==> src/rtl/frame_stack_if.sv <==
// Bundle of request/response signals between a caller (register-file side)
// and the frame_stack call-frame store. clk/reset stay outside the bundle.
//
// Request semantics: push and pop are level requests sampled on the rising
// clock edge, and only while busy is low. A request seen while busy is high
// is ignored and leaves no trace. When both are high, push wins and the pop
// is dropped silently. An accepted request raises busy on the same edge.
// The caller holds a request until that edge and must then wait for busy to
// fall before it issues the next one. A restore completes with a single-cycle
// restore strobe, and frameOut is valid during that strobe.
interface frame_stack_if #(
   parameter int DEPTH = 16,
   parameter int WORDS = 15
);
   localparam int FW = 16 * WORDS;
   localparam int DW = $clog2(DEPTH) + 1;

   logic          push;
   logic          pop;
   logic [FW-1:0] frameIn;
   logic [FW-1:0] frameOut;
   logic          restore;
   logic          busy;
   logic          full;
   logic          empty;
   logic [DW-1:0] depth;
   logic          overflow;
   logic          underflow;
   // FSM state exposed for observation: 0 idle, 1 save, 2 load, 3 restore
   logic [1:0]    dbg_state;

   modport master (
      output push, pop, frameIn,
      input  frameOut, restore, busy, full, empty, depth,
             overflow, underflow, dbg_state
   );

   modport slave (
      input  push, pop, frameIn,
      output frameOut, restore, busy, full, empty, depth,
             overflow, underflow, dbg_state
   );
endinterface

==> src/rtl/frame_stack.sv <==
// Call-frame stack for the 16-bit register file context (regs 0-14).
// A frame is moved one 16-bit word per cycle through a single-port style
// memory. A save takes 15 cycles. A restore takes 17: 15 reads, one cycle
// of read latency, and one cycle for the restore strobe.
module frame_stack #(
   parameter int DEPTH = 16,
   parameter int WORDS = 15
) (
   input  logic          clk,
   input  logic          reset,
   frame_stack_if.slave  bus
);
   localparam int FW    = 16 * WORDS;
   localparam int DW    = $clog2(DEPTH) + 1;
   localparam int MEM_N = DEPTH * WORDS;
   localparam int AW    = $clog2(MEM_N + 1);
   localparam int BW    = $clog2(WORDS + 1);

   localparam logic [1:0] S_IDLE    = 2'd0;
   localparam logic [1:0] S_SAVE    = 2'd1;
   localparam logic [1:0] S_LOAD    = 2'd2;
   localparam logic [1:0] S_RESTORE = 2'd3;

   localparam logic [DW-1:0] DEPTH_MAX  = DW'(DEPTH);
   localparam logic [AW-1:0] FRAME_STEP = AW'(WORDS);
   localparam logic [BW-1:0] LAST_BEAT  = BW'(WORDS - 1);
   // In LOAD the counter runs one step past the last read, so that the
   // final word can be captured from the memory output register.
   localparam logic [BW-1:0] CAP_DONE   = BW'(WORDS);

   logic [1:0]    r_state;
   logic [BW-1:0] r_beat;
   logic [AW-1:0] r_base;
   logic [DW-1:0] r_depth;
   logic          r_overflow;
   logic          r_underflow;
   logic [FW-1:0] r_shift;
   logic [FW-1:0] r_frame_out;
   logic [15:0]   r_rd_data;
   logic [15:0]   r_mem [MEM_N];

   logic          w_idle;
   logic          w_full;
   logic          w_empty;
   logic          w_push_ok;
   logic          w_pop_ok;
   logic          w_push_rej;
   logic          w_pop_rej;
   logic          w_save_last;
   logic          w_load_last;
   logic          w_load_read;
   logic          w_load_cap;
   logic [AW-1:0] w_addr;
   logic [BW-1:0] w_cap_idx;

   assign w_idle  = (r_state == S_IDLE);
   assign w_full  = (r_depth == DEPTH_MAX);
   assign w_empty = (r_depth == '0);

   // Push has priority; a pop that arrives with a push is dropped silently.
   assign w_push_ok  = w_idle &  bus.push & ~w_full;
   assign w_push_rej = w_idle &  bus.push &  w_full;
   assign w_pop_ok   = w_idle & ~bus.push &  bus.pop & ~w_empty;
   assign w_pop_rej  = w_idle & ~bus.push &  bus.pop &  w_empty;

   assign w_save_last = (r_state == S_SAVE) && (r_beat == LAST_BEAT);
   assign w_load_last = (r_state == S_LOAD) && (r_beat == CAP_DONE);
   assign w_load_read = (r_state == S_LOAD) && (r_beat <= LAST_BEAT);
   assign w_load_cap  = (r_state == S_LOAD) && (r_beat != '0);

   // base already points at the frame being saved (push) or at the frame
   // being restored (pop, base was lowered on the accept edge).
   assign w_addr    = r_base + AW'(r_beat);
   assign w_cap_idx = r_beat - BW'(1);

   // Sequence IDLE -> SAVE -> IDLE or IDLE -> LOAD -> RESTORE -> IDLE
   always_ff @(posedge clk or posedge reset) begin
      if (reset) begin
         r_state <= S_IDLE;
      end else begin
         case (r_state)
            S_IDLE: begin
               if (w_push_ok)
                  r_state <= S_SAVE;
               else if (w_pop_ok)
                  r_state <= S_LOAD;
            end
            S_SAVE: begin
               if (w_save_last)
                  r_state <= S_IDLE;
            end
            S_LOAD: begin
               if (w_load_last)
                  r_state <= S_RESTORE;
            end
            default: begin
               r_state <= S_IDLE;
            end
         endcase
      end
   end

   // Beat counter: cleared on accept, advanced once per SAVE/LOAD cycle
   always_ff @(posedge clk or posedge reset) begin
      if (reset) begin
         r_beat <= '0;
      end else if (w_push_ok || w_pop_ok) begin
         r_beat <= '0;
      end else if ((r_state == S_SAVE) || (r_state == S_LOAD)) begin
         r_beat <= r_beat + BW'(1);
      end
   end

   // Committed depth and base address; a save counts only once written
   always_ff @(posedge clk or posedge reset) begin
      if (reset) begin
         r_depth <= '0;
         r_base  <= '0;
      end else if (w_save_last) begin
         r_depth <= r_depth + DW'(1);
         r_base  <= r_base + FRAME_STEP;
      end else if (w_pop_ok) begin
         r_depth <= r_depth - DW'(1);
         r_base  <= r_base - FRAME_STEP;
      end
   end

   // Sticky error flags for rejected requests, cleared only by reset
   always_ff @(posedge clk or posedge reset) begin
      if (reset) begin
         r_overflow  <= 1'b0;
         r_underflow <= 1'b0;
      end else begin
         if (w_push_rej)
            r_overflow <= 1'b1;
         if (w_pop_rej)
            r_underflow <= 1'b1;
      end
   end

   // Snapshot of frameIn at accept, shifted down one word per SAVE beat
   always_ff @(posedge clk or posedge reset) begin
      if (reset) begin
         r_shift <= '0;
      end else if (w_push_ok) begin
         r_shift <= bus.frameIn;
      end else if (r_state == S_SAVE) begin
         r_shift <= {16'h0000, r_shift[FW-1:16]};
      end
   end

   // Frame memory: one write per SAVE beat, registered read during LOAD
   always_ff @(posedge clk) begin
      if (r_state == S_SAVE)
         r_mem[w_addr] <= r_shift[15:0];
      if (w_load_read)
         r_rd_data <= r_mem[w_addr];
   end

   // Restored frame: word k lands one cycle after its read is issued
   always_ff @(posedge clk or posedge reset) begin
      if (reset) begin
         r_frame_out <= '0;
      end else if (w_load_cap) begin
         r_frame_out[{w_cap_idx, 4'b0000} +: 16] <= r_rd_data;
      end
   end

   assign bus.frameOut  = r_frame_out;
   assign bus.restore   = (r_state == S_RESTORE);
   assign bus.busy      = ~w_idle;
   assign bus.full      = w_full;
   assign bus.empty     = w_empty;
   assign bus.depth     = r_depth;
   assign bus.overflow  = r_overflow;
   assign bus.underflow = r_underflow;
   assign bus.dbg_state = r_state;

   // The committed depth can never exceed the capacity
   assert property (@(posedge clk) disable iff (reset) r_depth <= DEPTH_MAX);

   // restore is only ever entered from a completed LOAD
   assert property (@(posedge clk) disable iff (reset)
                    (r_state == S_RESTORE) |-> $past(r_state == S_LOAD));
endmodule

==> src/flat_wrapper.sv <==
// flat-port wrapper written by rule: the top's interface ports become plain ports
module frame_stack_flat 
#(
   parameter int DEPTH = 16,
   parameter int WORDS = 15
)
  (clk, reset, bus_push, bus_pop, bus_frameIn, bus_frameOut, bus_restore, bus_busy, bus_full, bus_empty, bus_depth, bus_overflow, bus_underflow, bus_dbg_state);
  frame_stack_if #(.DEPTH(DEPTH), .WORDS(WORDS)) bus_i ();
  input  logic clk;
  input  logic reset;
  input wire logic [$bits(bus_i.push)-1:0] bus_push;
  input wire logic [$bits(bus_i.pop)-1:0] bus_pop;
  input wire logic [$bits(bus_i.frameIn)-1:0] bus_frameIn;
  output wire logic [$bits(bus_i.frameOut)-1:0] bus_frameOut;
  output wire logic [$bits(bus_i.restore)-1:0] bus_restore;
  output wire logic [$bits(bus_i.busy)-1:0] bus_busy;
  output wire logic [$bits(bus_i.full)-1:0] bus_full;
  output wire logic [$bits(bus_i.empty)-1:0] bus_empty;
  output wire logic [$bits(bus_i.depth)-1:0] bus_depth;
  output wire logic [$bits(bus_i.overflow)-1:0] bus_overflow;
  output wire logic [$bits(bus_i.underflow)-1:0] bus_underflow;
  output wire logic [$bits(bus_i.dbg_state)-1:0] bus_dbg_state;
  assign bus_i.push = bus_push;
  assign bus_i.pop = bus_pop;
  assign bus_i.frameIn = bus_frameIn;
  assign bus_frameOut = bus_i.frameOut;
  assign bus_restore = bus_i.restore;
  assign bus_busy = bus_i.busy;
  assign bus_full = bus_i.full;
  assign bus_empty = bus_i.empty;
  assign bus_depth = bus_i.depth;
  assign bus_overflow = bus_i.overflow;
  assign bus_underflow = bus_i.underflow;
  assign bus_dbg_state = bus_i.dbg_state;
  frame_stack #(.DEPTH(DEPTH), .WORDS(WORDS)) u_core (.clk(clk), .reset(reset), .bus(bus_i));
endmodule
==> config.mk <==
export PLATFORM = sky130hd
export DESIGN_NAME = frame_stack_flat
export DESIGN_NICKNAME = d
export VERILOG_FILES = /design/src/rtl/frame_stack_if.sv /design/src/rtl/frame_stack.sv /design/src/flat_wrapper.sv
export SDC_FILE = /design/constraint.sdc
export NUM_CORES = 2
export LEC_CHECK = 0
export CORE_ASPECT_RATIO = 0.9
export CORE_MARGIN = 2
export CORE_UTILIZATION = 35
export DETAILED_ROUTE_END_ITERATION = 12
export PLACE_DENSITY = 0.54
export SYNTH_ARGS = -nofsm -noshare
export SYNTH_HDL_FRONTEND = slang
export SYNTH_SLANG_ARGS = --single-unit
export TNS_END_PERCENT = 30
==> constraint.sdc <==
create_clock -name clk -period 16.1 [get_ports clk]
set_input_delay 3.22 -clock clk [delete_from_list [all_inputs] [get_ports clk]]
set_output_delay 3.22 -clock clk [all_outputs]
set_load 0.05 [all_outputs]
==> impl_summary.log <==
[metrics] clock edge transition at the registers on the reported setup and hold paths: 0.06 ns
[metrics] CP arrival: 7.82 ns
[metrics] worst setup path class: reg -> reg
[metrics] Syn Nets: 9478
[metrics] required arrival time at the worst endpoint: 16.86 ns
[metrics] Slew Limit Headroom: 8.22%
[metrics] Hold Path Stages: 1
[metrics] cell count of the worst reg-to-reg path: 12
[metrics] share of the clock period used by the worst path: 43.9%
[metrics] most used flip-flop cell after synthesis: sky130_fd_sc_hd__edfxtp_1
[metrics] cts-stage hold buffer count: 0
[metrics] area grow syn2layout: 16.8%
[metrics] Seq/Total Area, Yosys: 75.4%
[metrics] Fmax achieved: 0.142 GHz
[metrics] number of I/O pins: 497
[metrics] cells taking the most area after synthesis: sky130_fd_sc_hd__edfxtp_1, sky130_fd_sc_hd__mux4_2, sky130_fd_sc_hd__dfrtp_1, sky130_fd_sc_hd__nand2_1, sky130_fd_sc_hd__mux2i_1
[metrics] area of the mapped netlist: 0.170 mm2
[metrics] result of the run: finished, final reports clean
[metrics] cell at the root of the clock tree: sky130_fd_sc_hd__clkbuf_16
[metrics] max-capacitance violation count: 0
[metrics] GRT Util Overall: 20.4%
[metrics] number of antenna violations at the first check in global routing: 39
[metrics] effective utilization at floorplan: 35.2%
[metrics] GPL Wtd Cong: 0.846
[metrics] highest net fanout along the worst path: 104
[metrics] number of routed nets with antenna violations: 0
[metrics] filler instances: 42782
[metrics] minimum clock period: 7.06 ns
[metrics] accumulated negative setup slack: 0 ns
[metrics] PostCTS Resize Cnt: 0
[metrics] post-synthesis sequential element count: 4357
[metrics] first drt pass iteration count: 6
[metrics] count of flip-flops with a built-in enable after synthesis: 3856
[metrics] count of unresolved DRC violations after routing: 0
[metrics] Horiz. Die Dim: 739 um
[metrics] classification of the worst-slack hold path: reg -> reg
[metrics] unrepaired setup endpoints after global routing: false
[metrics] via count of the first global-routing pass: 91597
[metrics] Die Area: 0.492 mm2
[metrics] TritonCTS clock tree: done
[metrics] number of cell rows: 242
[metrics] routed wire length: 514 mm
[metrics] Layout Skew: 0.0944 ns
[metrics] yosys synthesis warning count: 0
[metrics] gr ovfl total: 0
[metrics] HPWL Detailed: 313 mm
[metrics] layout cell share with drive strength beyond 1: 21.1%
[metrics] First DRT Iteration DRCs: 10994
[metrics] total number of vias: 92054
[metrics] count of input and output buffers: 496
[metrics] vias per std cell: 5.48
[metrics] H-tree depth reported by CTS: 5
[metrics] Max Slew Vio Count: 0
[metrics] share of async-settable or async-resettable flops after synthesis: 11.5%
[metrics] fraction of synthesized cell area taken by the top area cell type: 68.1%
[metrics] crit path capture type: flop
[metrics] Core Footprint: 0.484 mm2
[metrics] transition at the pin with the smallest max-transition slack: 1.38 ns
[metrics] Num Clock Sinks: 4357
[metrics] Cells after Synth: 9208
[metrics] final setup violation count: 0
[metrics] startpoint types: flop
[metrics] Cell variety after synth: 69
[metrics] maximum number of pins on one net before global-route repair: 184
[metrics] buffers from clock root to sink, at most: 4
[metrics] detailed-route wire length per cell: 30.6 um
[metrics] average cell area after synthesis: 18.5 um2
[metrics] final hold violations: 0
[metrics] Final Net Count: 10243
[metrics] number of setup buffers added after CTS: 0
[metrics] largest area contributor in the synthesized netlist: sky130_fd_sc_hd__edfxtp_1
[metrics] first-pass GRT wire length: 720 mm
[metrics] die outline height: 665 um
[metrics] clock insertion delay at the later pin of the skew report: 1.04 ns
[metrics] Num CTS Buffers: 437
[layout make-up]
class / instances / area (um2) / share of cell area (%)
Antenna cell: 11 / 27.5 / 0.0138
Clock buffer: 523 / 11400 / 5.76
Clock inverter: 279 / 3070 / 1.55
Inverter: 19 / 75.1 / 0.0378
Multi-Input combinational cell: 4275 / 39500 / 19.9
Sequential cell: 4357 / 128000 / 64.6
Tap cell: 6466 / 8090 / 4.07
Timing Repair Buffer: 883 / 8140 / 4.09
[through the flow]
step                std cells  util, %  instance area, um2  worst slack, ns  hold WS [ns]
floorplan                9208        -              170000             6.08         0.502
global route            16807     41.1              199000             8.60         0.502
finish                  16813     41.1              199000             9.04         0.464
global placement        15997     38.1              184000             8.50         0.440
CTS                     16801     41.1              199000             8.93         0.467
detailed placement      15999     38.1              184000             9.00         0.452
[routing by layer]
layer,global-route usage (%),vias up,wire length [um]
li1,-,37925,-
met1,28.8,49334,216000
met2,31.7,4153,237000
met3,4.84,628,47600
met4,5.40,14,13800
met5,0,-,100
[sequential cells by signal (all words and copies together), names as in the netlist]
signal / cells
u_core.bus.dbg_state: 2
u_core.bus.depth: 5
u_core.bus.frameOut: 240
u_core.bus.overflow: 1
u_core.bus.underflow: 1
u_core.r_base: 8
u_core.r_beat: 4
u_core.r_mem: 3840
u_core.r_rd_data: 16
u_core.r_shift: 240
[kinds of logic after synthesis]
group	Yosys count	share of synthesized area, %
buf+inv	576	1.60
xor+xnor	28	0.157
fa+ha+maj	26	0.204
flops	4357	75.4
simple gates	2155	5.14
mux	1291	14.8
compound gates	775	2.64
[critical path, stage by stage, from the launching register on]
cell and delay [ns]:
sky130_fd_sc_hd__dfrtp_1 0.56, sky130_fd_sc_hd__ha_4 0.28, sky130_fd_sc_hd__fa_4 1.20, sky130_fd_sc_hd__buf_12 0.53, sky130_fd_sc_hd__buf_12 0.51, sky130_fd_sc_hd__buf_4 0.62, sky130_fd_sc_hd__mux4_2 0.41, sky130_fd_sc_hd__nand2_1 0.08
sky130_fd_sc_hd__and3_1 0.18, sky130_fd_sc_hd__a311oi_1 0.07, sky130_fd_sc_hd__o21ai_0 0.78, sky130_fd_sc_hd__o311ai_1 0.46, sky130_fd_sc_hd__or4_1 0.60
[cells in the final DEF, fill, tap and decap left out, types with 13 or more instances in the layout]
cell type,count
sky130_fd_sc_hd__edfxtp_1,3856
sky130_fd_sc_hd__nand2_1,1409
sky130_fd_sc_hd__mux4_2,981
sky130_fd_sc_hd__clkdlybuf4s50_1,496
sky130_fd_sc_hd__dfrtp_1,485
sky130_fd_sc_hd__clkbuf_16,441
sky130_fd_sc_hd__o21ai_0,422
sky130_fd_sc_hd__buf_4,365
sky130_fd_sc_hd__nand3_1,289
sky130_fd_sc_hd__nor2_1,266
sky130_fd_sc_hd__mux2i_1,260
sky130_fd_sc_hd__a21oi_1,118
sky130_fd_sc_hd__clkinv_1,95
sky130_fd_sc_hd__clkinv_2,82
sky130_fd_sc_hd__clkbuf_1,72
sky130_fd_sc_hd__and3_1,64
sky130_fd_sc_hd__nor2_2,64
sky130_fd_sc_hd__a31oi_1,53
sky130_fd_sc_hd__bufinv_16,52
sky130_fd_sc_hd__mux2_2,50
sky130_fd_sc_hd__a311oi_1,38
sky130_fd_sc_hd__o31ai_1,35
sky130_fd_sc_hd__clkinvlp_4,23
sky130_fd_sc_hd__ha_1,21
sky130_fd_sc_hd__buf_12,21
sky130_fd_sc_hd__o22ai_1,20
sky130_fd_sc_hd__nor3_1,17
sky130_fd_sc_hd__inv_1,17
sky130_fd_sc_hd__dfrtp_4,16
sky130_fd_sc_hd__a32oi_1,15
sky130_fd_sc_hd__clkinv_16,13
[cells in the mapped netlist, types with 3 or more instances]
master and instances:
sky130_fd_sc_hd__nor4_1 3, sky130_fd_sc_hd__a21o_1 9, sky130_fd_sc_hd__o211ai_1 5, sky130_fd_sc_hd__buf_2 138, sky130_fd_sc_hd__o21bai_1 4, sky130_fd_sc_hd__clkbuf_1 259
sky130_fd_sc_hd__o22ai_1 20, sky130_fd_sc_hd__o21ai_1 5, sky130_fd_sc_hd__o2111ai_1 3, sky130_fd_sc_hd__a2111oi_0 4, sky130_fd_sc_hd__a21oi_1 119, sky130_fd_sc_hd__inv_1 18
sky130_fd_sc_hd__fa_1 3, sky130_fd_sc_hd__nand2_1 1413, sky130_fd_sc_hd__dfrtp_1 501, sky130_fd_sc_hd__nor3_1 19, sky130_fd_sc_hd__nand4_1 9, sky130_fd_sc_hd__xor2_1 11
sky130_fd_sc_hd__a211oi_1 11, sky130_fd_sc_hd__xnor2_1 14, sky130_fd_sc_hd__o21ai_0 423, sky130_fd_sc_hd__or4_1 4, sky130_fd_sc_hd__buf_1 69, sky130_fd_sc_hd__a32oi_1 15
sky130_fd_sc_hd__mux4_2 981, sky130_fd_sc_hd__nor2_1 333, sky130_fd_sc_hd__nand3_1 297, sky130_fd_sc_hd__edfxtp_1 3856, sky130_fd_sc_hd__buf_4 78, sky130_fd_sc_hd__o31ai_1 35
sky130_fd_sc_hd__a311o_1 3, sky130_fd_sc_hd__and3_1 65, sky130_fd_sc_hd__ha_1 23, sky130_fd_sc_hd__mux2i_1 260, sky130_fd_sc_hd__a311oi_1 38, sky130_fd_sc_hd__and2_1 3
sky130_fd_sc_hd__mux2_2 50, sky130_fd_sc_hd__a31oi_1 53, sky130_fd_sc_hd__buf_6 13
[worst paths after layout]
| check | endpoint | slack [ns] | startpoint |
|---|---|---|---|
| hold / removal | u_core.bus.underflow | 0.46 | u_core.bus.underflow |
| max in group asynchronous | u_core.bus.frameOut[99] | 11.07 | reset |
| setup / recovery | u_core.r_rd_data[2] | 9.04 | u_core.r_beat[0] |
| min in group asynchronous | u_core.r_shift[148] | 2.70 | reset |
| setup reg to reg | u_core.r_rd_data[2] | 9.04 | u_core.r_beat[0] |
| hold reg to reg | u_core.bus.underflow | 0.46 | u_core.bus.underflow |
Power is not shown: default switching activity piles up to over one toggle a cycle in this logic, so the estimate is an artifact.
